[config.mk]
export PLATFORM = sky130hd
export DESIGN_NAME = multicycle_ctrl_fsm
export DESIGN_NICKNAME = d
export VERILOG_FILES = /design/src/rtl/multicycle_pkg.sv /design/src/rtl/multicycle_ctrl_decode.sv /design/src/rtl/multicycle_ctrl_fsm.sv
export SDC_FILE = /design/constraint.sdc
export NUM_CORES = 1
export LEC_CHECK = 0
export ABC_CLOCK_PERIOD_IN_PS = 1800
export CAP_MARGIN = 5
export CORE_UTILIZATION = 41
export CTS_CLUSTER_DIAMETER = 120
export CTS_CLUSTER_SIZE = 14
export DETAILED_ROUTE_END_ITERATION = 6
export PLACE_DENSITY = 0.76
export SYNTH_ARGS = -nofsm -noshare
export SYNTH_HDL_FRONTEND = slang
export SYNTH_HIERARCHICAL = 1
export SYNTH_SLANG_ARGS = --single-unit
[constraint.sdc]
create_clock -name clk -period 1.8 [get_ports clk]
set_input_delay 0.45 -clock clk [delete_from_list [all_inputs] [get_ports clk]]
set_output_delay 0.45 -clock clk [all_outputs]
set_load 0.005 [all_outputs]
[src/rtl/multicycle_pkg.sv]
// -----------------------------------------------------------------------------
// multicycle_pkg
//   Shared definitions for the multi-cycle CPU control sequencer:
//   - state_t  : sequencer state encoding (FETCH..TRAP)
//   - OP_*     : opcode field values the sequencer dispatches on
//   - ALU_*, SRCB_*, PCSRC_* : datapath mux / ALU operation encodings
//   - ctrl_t   : the control word produced by the state decoder
//   Optional feature macro: MULTICYCLE_ILLEGAL_TRAP_EN adds the trap bit to
//   the control word.
// -----------------------------------------------------------------------------
package multicycle_pkg;

  localparam int ST_BITS = 4;
  localparam int OP_BITS = 6;

  typedef enum logic [ST_BITS-1:0] {
    ST_FETCH     = 4'd0,
    ST_DECODE    = 4'd1,
    ST_MEM_ADDR  = 4'd2,
    ST_MEM_READ  = 4'd3,
    ST_MEM_WB    = 4'd4,
    ST_MEM_WRITE = 4'd5,
    ST_R_EXEC    = 4'd6,
    ST_R_WB      = 4'd7,
    ST_BRANCH    = 4'd8,
    ST_JUMP      = 4'd9,
    ST_ADDI_EXEC = 4'd10,
    ST_ADDI_WB   = 4'd11,
    ST_TRAP      = 4'd12
  } state_t;

  localparam logic [OP_BITS-1:0] OP_RTYPE = 6'h00;
  localparam logic [OP_BITS-1:0] OP_LW    = 6'h23;
  localparam logic [OP_BITS-1:0] OP_SW    = 6'h2B;
  localparam logic [OP_BITS-1:0] OP_BEQ   = 6'h04;
  localparam logic [OP_BITS-1:0] OP_J     = 6'h02;
  localparam logic [OP_BITS-1:0] OP_ADDI  = 6'h08;

  localparam logic [1:0] ALU_ADD   = 2'd0;
  localparam logic [1:0] ALU_SUB   = 2'd1;
  localparam logic [1:0] ALU_FUNCT = 2'd2;

  localparam logic [1:0] SRCB_REG     = 2'd0;
  localparam logic [1:0] SRCB_FOUR    = 2'd1;
  localparam logic [1:0] SRCB_IMM     = 2'd2;
  localparam logic [1:0] SRCB_IMM_SH2 = 2'd3;

  localparam logic [1:0] PCSRC_ALU    = 2'd0;
  localparam logic [1:0] PCSRC_ALUOUT = 2'd1;
  localparam logic [1:0] PCSRC_JUMP   = 2'd2;

  typedef struct packed {
    logic       pc_write;
    logic       pc_write_cond;
    logic       i_or_d;
    logic       mem_read;
    logic       mem_write;
    logic       ir_write;
    logic       mem_to_reg;
    logic       reg_dst;
    logic       reg_write;
    logic       alu_src_a;
    logic [1:0] alu_src_b;
    logic [1:0] alu_op;
    logic [1:0] pc_source;
`ifdef MULTICYCLE_ILLEGAL_TRAP_EN
    logic       trap;
`endif
  } ctrl_t;

endpackage

[src/rtl/multicycle_ctrl_decode.sv]
// -----------------------------------------------------------------------------
// multicycle_ctrl_decode
//   Purely combinational state -> control-word decoder (Moore outputs).
//   In FETCH it requests pc_write/ir_write unconditionally; the top qualifies
//   those two with mem_ready.
//   Ports:
//     i_state : current sequencer state
//     o_ctrl  : datapath control word
//   Optional feature macro: MULTICYCLE_ILLEGAL_TRAP_EN (decodes TRAP).
// -----------------------------------------------------------------------------
module multicycle_ctrl_decode
  import multicycle_pkg::*;
(
  input  state_t i_state,
  output ctrl_t  o_ctrl
);

  always_comb begin
    o_ctrl = '0;
    case (i_state)
      ST_FETCH: begin
        o_ctrl.mem_read  = 1'b1;
        o_ctrl.i_or_d    = 1'b0;
        o_ctrl.alu_src_a = 1'b0;
        o_ctrl.alu_src_b = SRCB_FOUR;
        o_ctrl.alu_op    = ALU_ADD;
        o_ctrl.pc_source = PCSRC_ALU;
        o_ctrl.ir_write  = 1'b1;
        o_ctrl.pc_write  = 1'b1;
      end
      ST_DECODE: begin
        // Branch target precompute: PC + (imm << 2)
        o_ctrl.alu_src_a = 1'b0;
        o_ctrl.alu_src_b = SRCB_IMM_SH2;
        o_ctrl.alu_op    = ALU_ADD;
      end
      ST_MEM_ADDR, ST_ADDI_EXEC: begin
        o_ctrl.alu_src_a = 1'b1;
        o_ctrl.alu_src_b = SRCB_IMM;
        o_ctrl.alu_op    = ALU_ADD;
      end
      ST_MEM_READ: begin
        o_ctrl.mem_read = 1'b1;
        o_ctrl.i_or_d   = 1'b1;
      end
      ST_MEM_WB: begin
        o_ctrl.reg_write  = 1'b1;
        o_ctrl.mem_to_reg = 1'b1;
        o_ctrl.reg_dst    = 1'b0;
      end
      ST_MEM_WRITE: begin
        o_ctrl.mem_write = 1'b1;
        o_ctrl.i_or_d    = 1'b1;
      end
      ST_R_EXEC: begin
        o_ctrl.alu_src_a = 1'b1;
        o_ctrl.alu_src_b = SRCB_REG;
        o_ctrl.alu_op    = ALU_FUNCT;
      end
      ST_R_WB: begin
        o_ctrl.reg_write  = 1'b1;
        o_ctrl.reg_dst    = 1'b1;
        o_ctrl.mem_to_reg = 1'b0;
      end
      ST_BRANCH: begin
        o_ctrl.alu_src_a     = 1'b1;
        o_ctrl.alu_src_b     = SRCB_REG;
        o_ctrl.alu_op        = ALU_SUB;
        o_ctrl.pc_write_cond = 1'b1;
        o_ctrl.pc_source     = PCSRC_ALUOUT;
      end
      ST_JUMP: begin
        o_ctrl.pc_write  = 1'b1;
        o_ctrl.pc_source = PCSRC_JUMP;
      end
      ST_ADDI_WB: begin
        o_ctrl.reg_write  = 1'b1;
        o_ctrl.reg_dst    = 1'b0;
        o_ctrl.mem_to_reg = 1'b0;
      end
`ifdef MULTICYCLE_ILLEGAL_TRAP_EN
      ST_TRAP: begin
        o_ctrl.trap = 1'b1;
      end
`endif
      default: o_ctrl = '0;
    endcase
  end

endmodule

[src/rtl/multicycle_ctrl_fsm.sv]
// -----------------------------------------------------------------------------
// multicycle_ctrl_fsm
//   Main control sequencer for the multi-cycle CPU. Walks each instruction
//   through fetch/decode/execute/memory/writeback and waits on mem_ready for
//   the shared instruction/data memory.
//   Ports:
//     clk, rst_n            : clock (rising edge), async active-low reset
//     opcode                : IR[31:26], sampled in DECODE and MEM_ADDR only
//     mem_ready             : memory access completes this cycle
//     pc_write, pc_write_cond, i_or_d, mem_read, mem_write, ir_write,
//     mem_to_reg, reg_dst, reg_write, alu_src_a, alu_src_b, alu_op,
//     pc_source             : datapath controls (all 0 while rst_n=0)
//     state                 : current state, for debug
//     trap                  : illegal-opcode indication
//   Optional feature macro: MULTICYCLE_ILLEGAL_TRAP_EN. When defined, an
//   unrecognised opcode parks the sequencer in TRAP until reset; otherwise it
//   is a NOP and trap is tied to 0.
// -----------------------------------------------------------------------------
module multicycle_ctrl_fsm
  import multicycle_pkg::*;
#(
  parameter int OP_W = 6,
  parameter int ST_W = 4
) (
  input  logic            clk,
  input  logic            rst_n,
  input  logic [OP_W-1:0] opcode,
  input  logic            mem_ready,
  output logic            pc_write,
  output logic            pc_write_cond,
  output logic            i_or_d,
  output logic            mem_read,
  output logic            mem_write,
  output logic            ir_write,
  output logic            mem_to_reg,
  output logic            reg_dst,
  output logic            reg_write,
  output logic            alu_src_a,
  output logic [1:0]      alu_src_b,
  output logic [1:0]      alu_op,
  output logic [1:0]      pc_source,
  output logic [ST_W-1:0] state,
  output logic            trap
);

  state_t r_state;
  state_t w_next;
  ctrl_t  w_ctrl;
  logic   w_in_fetch;
  logic   w_mem_ok;

  always_ff @(posedge clk or negedge rst_n) begin
    if (!rst_n) r_state <= ST_FETCH;
    else        r_state <= w_next;
  end

  always_comb begin
    w_next = ST_FETCH;
    case (r_state)
      ST_FETCH:     w_next = mem_ready ? ST_DECODE : ST_FETCH;
      ST_DECODE: begin
        case (opcode)
          OP_RTYPE:     w_next = ST_R_EXEC;
          OP_LW, OP_SW: w_next = ST_MEM_ADDR;
          OP_BEQ:       w_next = ST_BRANCH;
          OP_J:         w_next = ST_JUMP;
          OP_ADDI:      w_next = ST_ADDI_EXEC;
`ifdef MULTICYCLE_ILLEGAL_TRAP_EN
          default:      w_next = ST_TRAP;
`else
          default:      w_next = ST_FETCH;
`endif
        endcase
      end
      ST_MEM_ADDR:  w_next = (opcode == OP_LW) ? ST_MEM_READ : ST_MEM_WRITE;
      ST_MEM_READ:  w_next = mem_ready ? ST_MEM_WB : ST_MEM_READ;
      ST_MEM_WB:    w_next = ST_FETCH;
      ST_MEM_WRITE: w_next = mem_ready ? ST_FETCH : ST_MEM_WRITE;
      ST_R_EXEC:    w_next = ST_R_WB;
      ST_R_WB:      w_next = ST_FETCH;
      ST_BRANCH:    w_next = ST_FETCH;
      ST_JUMP:      w_next = ST_FETCH;
      ST_ADDI_EXEC: w_next = ST_ADDI_WB;
      ST_ADDI_WB:   w_next = ST_FETCH;
`ifdef MULTICYCLE_ILLEGAL_TRAP_EN
      ST_TRAP:      w_next = ST_TRAP;
`endif
      default:      w_next = ST_FETCH;
    endcase
  end

  multicycle_ctrl_decode u_decode (
    .i_state (r_state),
    .o_ctrl  (w_ctrl)
  );

  // Only the FETCH-cycle IR/PC loads wait on memory; the JUMP pc_write is
  // unconditional.
  assign w_in_fetch = (r_state == ST_FETCH);
  assign w_mem_ok   = ~w_in_fetch | mem_ready;

  // Outputs are gated by rst_n so they drop the instant reset is asserted,
  // without waiting for the state register to settle.
  assign pc_write      = rst_n & w_ctrl.pc_write & w_mem_ok;
  assign ir_write      = rst_n & w_ctrl.ir_write & w_mem_ok;
  assign pc_write_cond = rst_n & w_ctrl.pc_write_cond;
  assign i_or_d        = rst_n & w_ctrl.i_or_d;
  assign mem_read      = rst_n & w_ctrl.mem_read;
  assign mem_write     = rst_n & w_ctrl.mem_write;
  assign mem_to_reg    = rst_n & w_ctrl.mem_to_reg;
  assign reg_dst       = rst_n & w_ctrl.reg_dst;
  assign reg_write     = rst_n & w_ctrl.reg_write;
  assign alu_src_a     = rst_n & w_ctrl.alu_src_a;
  assign alu_src_b     = w_ctrl.alu_src_b & {2{rst_n}};
  assign alu_op        = w_ctrl.alu_op    & {2{rst_n}};
  assign pc_source     = w_ctrl.pc_source & {2{rst_n}};
  assign state         = ST_W'(r_state);

`ifdef MULTICYCLE_ILLEGAL_TRAP_EN
  assign trap = rst_n & w_ctrl.trap;
`else
  assign trap = 1'b0;
`endif

endmodule

* After elaboration in Yosys (flattened, before gate mapping)
Index checks and enable logic that the tools add are counted.
** Cells by class
- Muxes and demuxes :: 15
- Reduce and logical (&&, ||, !) cells :: 7
- Equal/unequal tests :: 16
- Bitwise gates (word level) :: 17
** Operators with widths (number)
- 4-bit case mux with 7 select lines :: 1
- 5-bit case mux with 5 select lines :: 1
- 4-bit case mux with 5 select lines :: 1
- 4-bit by 3-bit equality test with 1-bit output (second input constant) :: 4
- 4-bit equality test (second input constant) :: 4
- 1-bit bitwise AND :: 12
- 6-bit equality test (second input constant) :: 2
- 2-bit OR reduction :: 5
- 3-bit two-way mux :: 3
- 3-bit case mux with 3 select lines :: 1
- 4-bit by 2-bit equality test with 1-bit output (second input constant) :: 2
- 1-bit two-way mux :: 7
- 2-bit bitwise AND :: 3
- 6-bit by 2-bit equality test with 1-bit output (second input constant) :: 1
- 6-bit by 3-bit equality test with 1-bit output (second input constant) :: 1
- 6-bit by 4-bit equality test with 1-bit output (second input constant) :: 1
- 6-bit logical NOT :: 1
- 4-bit by 1-bit equality test with 1-bit output (second input constant) :: 1
- 4-bit logical NOT :: 1
- 2-bit case mux with 2 select lines :: 1
- 1-bit inverter :: 1
- 1-bit bitwise OR :: 1
** Word-level totals
- Input bits :: 9
- Register bits after elaboration :: 4
- Logic and storage cells :: 56
- Output and inout bits :: 21

* Depth between registers and ports, before layout
- Depth in word-level cells :: 5
- Mapped depth :: 5

* Cells and area by module
The synthesis kept the hierarchy.
** By module, submodules not included
- multicycle_ctrl_fsm :: times used 1, cells each 64, sequential area each 100.1 um^2, area an instance 478.0 um^2
- multicycle_ctrl_decode :: times used 1, cells each 30, sequential area each 0.0 um^2, area an instance 193.9 um^2

* Worst setup path after synthesis
OpenSTA, ideal clock, no wires.
- Kind :: register to output
- Start point :: register r_state[3], in the netlist state[3]
- End point :: output port alu_src_b[1]
- Stages on the path, launching flop included :: 5
- Path slack :: 0.125 ns
- Data required time :: 1.350 ns
- Data arrival time :: 1.225 ns
- Path buffers :: 1
- Cells stage by stage :: dfrtp_1 > buf_6 > or3b_1 > a21oi_1 > and2_1
** RTL lines
- start: declaration :: RTL line multicycle_ctrl_fsm.sv:46 : state_t r_state;
- start signal: assignment :: RTL line multicycle_ctrl_fsm.sv:54 : else r_state <= w_next;
- end: declaration :: RTL line multicycle_ctrl_fsm.sv:39 : output logic [1:0] alu_src_b,

==> metrics.yaml <==
status:
  status: "finished with violations"
  violations: "negative setup slack"
cells_and_area:
  layout-drive-gt1-share_pct: 54.49
  finalNetCount: 167
  finalNonFillerCells: 172
  multi_input_area_um2: 646.9
  finish.utilization_pct: 91.87
  postLayoutCellArea_um2: 1400
  largest_reg_flops: 4
  ff_latch_area_um2: 102.6
  fill_cells: 67
  n_antenna_cell: 0
  area.growth.synth_to_final_pct: 108.4
drt:
  routedWlPerCell_um: 18.28
  antenna_left: 0
  vias: 1063
  drtIter0Drc: 60
  first_pass_iters: 4
  drc: 0
  vias_per_cell: 6.180
  routed_wl_mm: 3.145
synthesis:
  netlist_area_um2: 671.9
  avgSynthCellArea_um2: 7.148
  post_synth_fa_ha_maj_area_fraction_pct: 0
  synth_compound_area_share_pct: 21.04
  synth_nets: 103
  synth_top_family_by_area: "simple AND/OR/NAND/NOR gates"
  synth.ff_latch_count: 4
  muxShareOfSynthArea_pct: 0
  yosysUniqueCellTypes: 33
  synthXorXnorAreaFrac_pct: 6.518
  yosysSeqAreaShare_pct: 14.90
  synth-simple-area-share_pct: 46.37
  syn_inst: 94
  ys_warn_count: 6
placed_design:
  dp_hpwl_mm: 1.444
  gp_congestion: 0.8371
  io_buffers: 28
  placed_area_um2: 1094
  placed_cells: 151
cts:
  cts.sinks: 4
  cts-root-buf: "clkbuf_4"
  cts_buffers: 3
  insertion_delay_ns: 0.24
  cts_tree: "done"
  clkTransAtPathRegs_ns: 0.04
  ctsLongestPathBuffers: 2
  cts_hold_buf: 0
  h-tree-depth: 1
global_route:
  grt_pass1_wl_mm: 4.043
  grt_usage_pct: 29.31
  antenna_found_initial: 0
  grt_max_degree: 18
  first_global_vias: 940
  grt.overflow.total: 0
job:
  drv_cap: 0
worst_setup_path:
  cp_top_family: "simple AND/OR/NAND/NOR gates"
  crit_path_end: "alu_src_b[1]"
  critPathLaunchType: "flop"
  required_ns: 1.35
  path_depth: 5
  worstRegToRegCells: 6
  cpPeakStageDelay_ns: 0.38
  cp_data_arrival_time_ns: 1.59
  crit_path_cell_trace: "buf_6 -> or3b_1 -> a21oi_1 -> and2_1 -> buf_2"
  rrSetupSlack_ns: 0.04
  cpMaxStageDelayCell: "dfrtp_1"
  rr_endpoint: "state[3]"
  endpoint_kind: "primary output"
  path_buf_inv: 2
  timing.rr.start: "state[1]"
  worstSetupPathType: "flop to primary output"
  cp_max_fo: 3
  worstSetupStartpoint: "state[0]"
power_and_ir_drop:
  power.density_nw_per_um2: 431.4
  leakage_nw: 0.6516
  vdd_drop_max_v: 0.0004280
sta:
  fin_setup_tns_ns: -1.729
  fmax_mhz: 490.9
  period_share_pct: 113.2
  timing.final.max_slew_violations: 0
  layout_setup_ws_ns: -0.2372
  hold_viol: 0
  skew_ns: 0.006018
  final-setup-viol-count: 17
  rsz0062_at_grt: "yes"
  period_minus_slack_ns: 2.037
die:
  core_area_um2: 1524
  die_w_um: 42.48
  die_y_um: 42.48
  fp.dieArea_um2: 1805
  io_pins: 30
  start_util_pct: 44.09
  row_count: 14
worst_hold_path:
  hold_path.class: "primary input to async pin"
final cells by class:
class | count | share of cell area, %
Inverter | 2 | 0.5362
Multi-Input combinational cell | 78 | 46.20
Timing Repair Buffer | 69 | 42.90
Clock buffer | 3 | 1.609
Tap cell | 16 | 1.430
Sequential cell | 4 | 7.328
where the power goes:
| group | switching, W | internal, W |
|---|---|---|
| sequential | 0.00000833 | 0.0000969 |
| combinational | 0.000173 | 0.000208 |
| clock | 0.0000427 | 0.0000750 |
| total | 0.000224 | 0.000380 |
cells by family (layout without fill, tap and decap cells):
logic type | count (synthesis) | count (layout)
AND/OR/NAND/NOR | 51 | 51
AO/OA/AOI/OAI | 21 | 21
buffers and inverters | 12 | 74
XOR/XNOR | 5 | 5
flip-flops | 4 | 4
other | 1 | 1
synthesized netlist by cell type:
cell type | number | area [um^2]
a21oi_1 | 6 | 30.03
a32oi_1 | 3 | 26.28
and2_1 | 14 | 87.58
and2b_1 | 1 | 7.510
and4b_1 | 1 | 10.01
buf_2 | 2 | 10.01
buf_4 | 4 | 30.03
buf_6 | 1 | 11.26
clkbuf_1 | 2 | 7.510
clkbuf_2 | 1 | 5.000
conb_1 | 1 | 3.750
dfrtp_1 | 4 | 100.1
inv_1 | 2 | 7.510
nand2_1 | 5 | 18.77
nand2b_1 | 5 | 31.28
nand3_1 | 1 | 5.000
nand3b_1 | 1 | 7.510
nor2_1 | 5 | 18.77
nor3_1 | 6 | 30.03
nor3b_1 | 3 | 22.52
nor3b_2 | 1 | 12.51
nor4_1 | 2 | 12.51
o21ai_0 | 7 | 35.03
o22ai_1 | 1 | 6.260
o311a_1 | 2 | 20.02
o311ai_2 | 1 | 16.27
o31ai_1 | 1 | 7.510
or2_2 | 3 | 18.77
or3_1 | 1 | 6.260
or3b_1 | 1 | 8.760
or4b_4 | 1 | 13.76
xnor2_1 | 1 | 8.760
xor2_1 | 4 | 35.03
what timing repair did:
action                                  CTS  global route
pin swaps                                16            16
buffers inserted                         17             2
gates cloned                              1             0
hold endpoints to repair                  0             0
endpoints found under the setup margin   17            18
resized for setup                        85            27
metrics by stage:
stage | total power (W) | hold slack, ns | worst slack, ns
2_1_floorplan | 0.0002239 | 0.1544 | 0.1246
3_3_place_gp | 0.0003562 | 0.7526 | -0.5834
3_5_place_dp | 0.0003657 | 0.7461 | -0.6538
4_1_cts | 0.0005388 | 0.3972 | -0.1475
5_1_grt | 0.0006287 | 0.4361 | -0.2706
6_report | 0.0006039 | 0.4067 | -0.2372
worst reg2reg max path: cells and delay by family, from the launching register on:
| family | cells | cell delay, ns |
|---|---|---|
| buffers and inverters | 2 | 0.30 |
| AND/OR/NAND/NOR | 3 | 0.77 |
| AO/OA/AOI/OAI | 1 | 0.17 |
| flip-flops | 1 | 0.41 |
per-layer routing:
layer  global-route usage, %  vias to the layer above  share of wire [%]
met5                       0                        -                  0
met4                   11.25                        0                7.7
met3                   4.741                       38                8.3
met2                   57.23                       98                 50
met1                   30.34                      475                 34
li1                        -                      452                  -
worst min path at each step:
stage | startpoint | to | slack [ns] | depth (start not counted)
global placement | state[3] | state[2] | 0.75 | 2
floorplan | rst_n | state[0] | 0.15 | 0
finish | rst_n | state[1] | 0.41 | 3
CTS | rst_n | state[1] | 0.40 | 3
detailed placement | state[2] | state[3] | 0.75 | 2
global route | rst_n | state[0] | 0.44 | 3
cell usage in the layout, fill, tap and decap left out, types with 5 or more instances in the layout:
cell and n:
buf_6 16, buf_2 13, buf_4 22, clkdlybuf4s50_1 7
a21oi_1 6, dlygate4sd2_1 5, and2_1 12, nand2_1 5
o21ai_0 7, nand2b_4 5
Note: power is estimated with default switching activity, not from simulation.
